<file path="src/rtl/serial_subtractor_pkg.sv">
// Shared arithmetic definitions for the serial subtractor: state encoding and default width.
package serial_subtractor_pkg;

   localparam int unsigned DEFAULT_WIDTH = 8;

   typedef enum logic [1:0] {
      ST_IDLE  = 2'd0,
      ST_SHIFT = 2'd1,
      ST_DONE  = 2'd2
   } state_t;

endpackage

</file>
<file path="src/rtl/serial_subtractor_full_subtractor.sv">
// Single-bit full subtractor cell: d = x - y - bin, with borrow-out.
module full_subtractor (
   input  logic x,
   input  logic y,
   input  logic bin,
   output logic d,
   output logic bout
);

   assign d    = x ^ y ^ bin;
   assign bout = (~x & y) | (~(x ^ y) & bin);

endmodule

</file>
<file path="src/rtl/serial_subtractor.sv">
// Bit-serial subtractor, LSB first, one bit per clock with a start/done handshake.
// Optional signed-overflow output enabled by defining SERIAL_SUB_OVF_EN.
module serial_subtractor
   import serial_subtractor_pkg::*;
#(
   parameter int unsigned WIDTH = DEFAULT_WIDTH
) (
   input  logic             clk,
   input  logic             rst,
   input  logic             start,
   input  logic [WIDTH-1:0] a,
   input  logic [WIDTH-1:0] b,
   output logic             busy,
   output logic             done,
   output logic [WIDTH-1:0] diff,
   output logic             borrow
`ifdef SERIAL_SUB_OVF_EN
   ,
   output logic             ovf
`endif
);

   localparam int unsigned CNT_W = $clog2(WIDTH);

   state_t             state;
   logic [WIDTH-1:0]   a_sr;
   logic [WIDTH-1:0]   b_sr;
   logic [WIDTH-2:0]   res;
   logic [CNT_W-1:0]   cnt;
   logic               bin;
   logic               d_c;
   logic               bout_c;
   logic [WIDTH-1:0]   res_next_c;
`ifdef SERIAL_SUB_OVF_EN
   logic               a_msb;
   logic               b_msb;
`endif

   full_subtractor u_fs (
      .x    (a_sr[0]),
      .y    (b_sr[0]),
      .bin  (bin),
      .d    (d_c),
      .bout (bout_c)
   );

   // New bit enters from the MSB side; after the last bit this is the full result.
   assign res_next_c = {d_c, res};

   always_ff @(posedge clk or posedge rst) begin
      if (rst) begin
         state  <= ST_IDLE;
         a_sr   <= '0;
         b_sr   <= '0;
         res    <= '0;
         cnt    <= '0;
         bin    <= 1'b0;
         busy   <= 1'b0;
         done   <= 1'b0;
         diff   <= '0;
         borrow <= 1'b0;
`ifdef SERIAL_SUB_OVF_EN
         a_msb  <= 1'b0;
         b_msb  <= 1'b0;
         ovf    <= 1'b0;
`endif
      end else begin
         done <= 1'b0;
         case (state)
            ST_IDLE, ST_DONE: begin
               if (start) begin
                  a_sr  <= a;
                  b_sr  <= b;
                  cnt   <= '0;
                  bin   <= 1'b0;
                  busy  <= 1'b1;
                  state <= ST_SHIFT;
`ifdef SERIAL_SUB_OVF_EN
                  a_msb <= a[WIDTH-1];
                  b_msb <= b[WIDTH-1];
`endif
               end else begin
                  busy  <= 1'b0;
                  state <= ST_IDLE;
               end
            end
            ST_SHIFT: begin
               a_sr <= {1'b0, a_sr[WIDTH-1:1]};
               b_sr <= {1'b0, b_sr[WIDTH-1:1]};
               res  <= res_next_c[WIDTH-1:1];
               bin  <= bout_c;
               if (cnt == CNT_W'(WIDTH - 1)) begin
                  state  <= ST_DONE;
                  busy   <= 1'b0;
                  done   <= 1'b1;
                  diff   <= res_next_c;
                  borrow <= bout_c;
`ifdef SERIAL_SUB_OVF_EN
                  ovf    <= (a_msb ^ b_msb) & (a_msb ^ d_c);
`endif
               end else begin
                  cnt <= cnt + CNT_W'(1);
               end
            end
            default: begin
               busy  <= 1'b0;
               state <= ST_IDLE;
            end
         endcase
      end
   end

endmodule

</file>
<file path="config.mk">
export PLATFORM = sky130hd
export DESIGN_NAME = serial_subtractor
export DESIGN_NICKNAME = d
export VERILOG_FILES = /design/src/rtl/serial_subtractor_pkg.sv /design/src/rtl/serial_subtractor_full_subtractor.sv /design/src/rtl/serial_subtractor.sv
export SDC_FILE = /design/constraint.sdc
export NUM_CORES = 1
export LEC_CHECK = 0
export CORE_UTILIZATION = 52
export CTS_CLUSTER_DIAMETER = 40
export DETAILED_ROUTE_END_ITERATION = 12
export GPL_TIMING_DRIVEN = 1
export PLACE_DENSITY = 0.84
export SYNTH_ARGS = -nofsm -noshare
export SYNTH_HDL_FRONTEND = slang
export SYNTH_SLANG_ARGS = --single-unit
export TNS_END_PERCENT = 10
</file>
<file path="constraint.sdc">
create_clock -name clk -period 3 [get_ports clk]
set_clock_uncertainty 0.1 [all_clocks]
set_input_delay 0.45 -clock clk [delete_from_list [all_inputs] [get_ports clk]]
set_output_delay 0.45 -clock clk [all_outputs]
set_load 0.02 [all_outputs]
</file>
==> results.toml <==
[clocking]
cts_max_path_buffers = 2
htree_levels = 2
ctsHoldBuffers = 0
cts_made_buffers = 5
clkSinkCount = 39
cts_root_buf = "clkbuf_4"
clk_pin_slew_ns = 0.12
cts_tree = "yes"
worstSkewPairLatency_ns = 0.35
cts_resized = 0
postCtsSetupRepairBufs = 0

[setup_path]
critPathSlowestCell = "clkdlybuf4s50_1"
crit_chain = "clkdlybuf4s50_1"
critPathBufInv = 1
cp-start-kind = "register"
reg2reg_from = "cnt[0]"
crit_type = "register to output pin"
worstSetupEndpointType = "output pin"
cp.arrival_ns = 1.65
timing.rr.end = "diff[5]"
path_max_fanout = 17
required_ns = 2.45
crit_family = "buffers and inverters"
slowest_delay_ns = 0.69
r2r_slack_ns = 1.10
worst-r2r-cell-count = 4

[floorplanning]
core_area_um2 = 2850
initial_core_util_pct = 56.7
die_x_um = 57.8
floorplan.die_area_um2 = 3340
die_h_um = 57.8
io_pins = 30
rows = 19

[synthesis]
synthTopCellsByArea = "dfrtp_1, nand2_1, mux2_2"
synth_area_um2 = 1620
synth_top_area_share_pct = 60.4
yosysWarnings = 0
syn_area_per_cell_um2 = 10.8
yosys.area.top_type = "dfrtp_1"
seq_area_frac_synth_pct = 60.4
syn-num-nets = 171
synthCells = 149
synth_cell_types = 24
ys_ff_latch = 39

[route]
drc = 1
drtIter0Drc = 27
wl_per_cell_um = 14.2
postRouteAntennaNets = 0
routed_via_density = 5.59
vias = 1180
wirelength_mm = 2.99
drt_pass1_iterations = 8

[sta]
rsz0062_at_grt = "no"
hold_viol = 0
fin_ws_ns = 0.801
fin_tns_setup_ns = 0
setup_viol = 0
fmax_mhz = 455
slew-limit-headroom_pct = 50.3
report.final.slew_viol_count = 0
period_needed_ns = 2.20
holdWs_ns = 0.406
tightest_slew_ns = 0.746
finalCritPeriodShare_pct = 73.3

[job]
drv_cap = 0

[global_route]
grt-ovfl-total = 0
grt_max_degree = 40
grt_usage_pct = 21.0
grt_pass1_vias = 1214
grt_antenna_before_repair = 0
grt_first_pass_wirelength_mm = 5.18

[placement]
numPortBuffers = 29
pre_cts_slack_ns = 0.952
place_hpwl_mm = 2.10
gp_routability_congestion = 0.799
dpl-instance-area_um2 = 1910

[finish]
fin_area_um2 = 2000
diodes = 0
drive_gt1_share_pct = 10.0
fin_nets = 201
syn_to_final_growth_pct = 23.5

[pwr]
leakage_uw = 0.000988
vdd_ir_drop_max_v = 0.000581
cellPowerDensity_nw_per_um2 = 1030

[outcome]
outcome = "finished, violations left"
violations = "DRC"

[hold_path]
hold_path_class = "input pin to asynchronous set/reset pin"
## stage by stage
stage	utilization [%]	total power, uW	instances
2_1_floorplan	-	1450	149
3_3_place_gp	67.1	1660	203
3_5_place_dp	67.1	1730	203
4_1_cts	70.0	2080	211
5_1_grt	70.0	2210	211
6_report	70.0	2060	211
## cells in the mapped netlist (all sizes together)
library cell and count:
mux2i 2, a221o 2, a21o 1, fa 1, and3b 2, nor2 2, a21oi 12, buf 6
nor2b 1, ha 2, or3b 1, o2bb2ai 1, o22ai 12, nand3b 1, o21ai 4, nand3 6
nand2b 2, mux2 8, dfrtp 39, o211ai 1, clkbuf 1, inv 16, nand2 26
## sequential cells by signal (all words and copies together) (netlist names)
register,flops
diff,8
done,1
a_sr,8
busy,1
state,1
borrow,1
bin,1
res,7
cnt,3
b_sr,8
## logic make-up after synthesis
family	Yosys count	synth area share (%)
AOI/OAI and AO/OA	33	12.3
and+or+nand+nor	41	11.6
adders and majority gates	3	2.79
muxes	10	6.81
buffers and inverters	23	6.11
DFF	39	60.4
## placed cells by master, fill, tap and decap left out
master,n
bufinv_16,1
nor2_1,2
dfrtp_1,39
a21o_1,1
o22ai_1,12
nand2_1,26
mux2i_1,2
fa_1,1
a21oi_1,12
and3b_1,2
or3b_2,1
clkbuf_4,5
nand3b_1,1
nand3_1,6
o211ai_1,1
nor2b_1,1
mux2_2,8
o21ai_0,4
buf_4,1
a221o_1,2
ha_1,2
nand2b_1,2
clkinv_2,1
clkdlybuf4s50_1,29
o2bb2ai_1,1
inv_1,16
clkinv_4,1
## cell type report
class	count	area, um^2
inverters	16	60.1
flip-flops and latches	39	976
clock buffers	5	37.5
multi-input cells	87	542
repair buffers	30	298
clock inverters	3	43.8
well taps	31	38.8
fillers	222	857
## per-layer routing
layer | routed length, um | track usage, %
met2 | 1480 | 36.4
met3 | 148 | 7.14
met4 | 48 | 8.84
met5 | 0 | 0
met1 | 1310 | 24.0
## worst max-delay path by stage
stage	startpoint	slack (ns)	depth (start not counted)	end
final	busy	0.80	1	busy
after global routing	busy	0.70	1	busy
after CTS	busy	0.79	1	busy
after detailed placement	start	0.95	4	a_sr[6]
after global placement	start	1.01	4	b_sr[6]
after floorplan	cnt[0]	1.40	5	diff[0]
## power breakdown
group / internal, uW / switching [uW] / total (uW)
Clock: 175 / 174 / 350
Combinational: 371 / 424 / 795
Sequential: 758 / 157 / 915
Total: 1300 / 755 / 2060
Note: power is estimated with default switching activity, not from simulation.
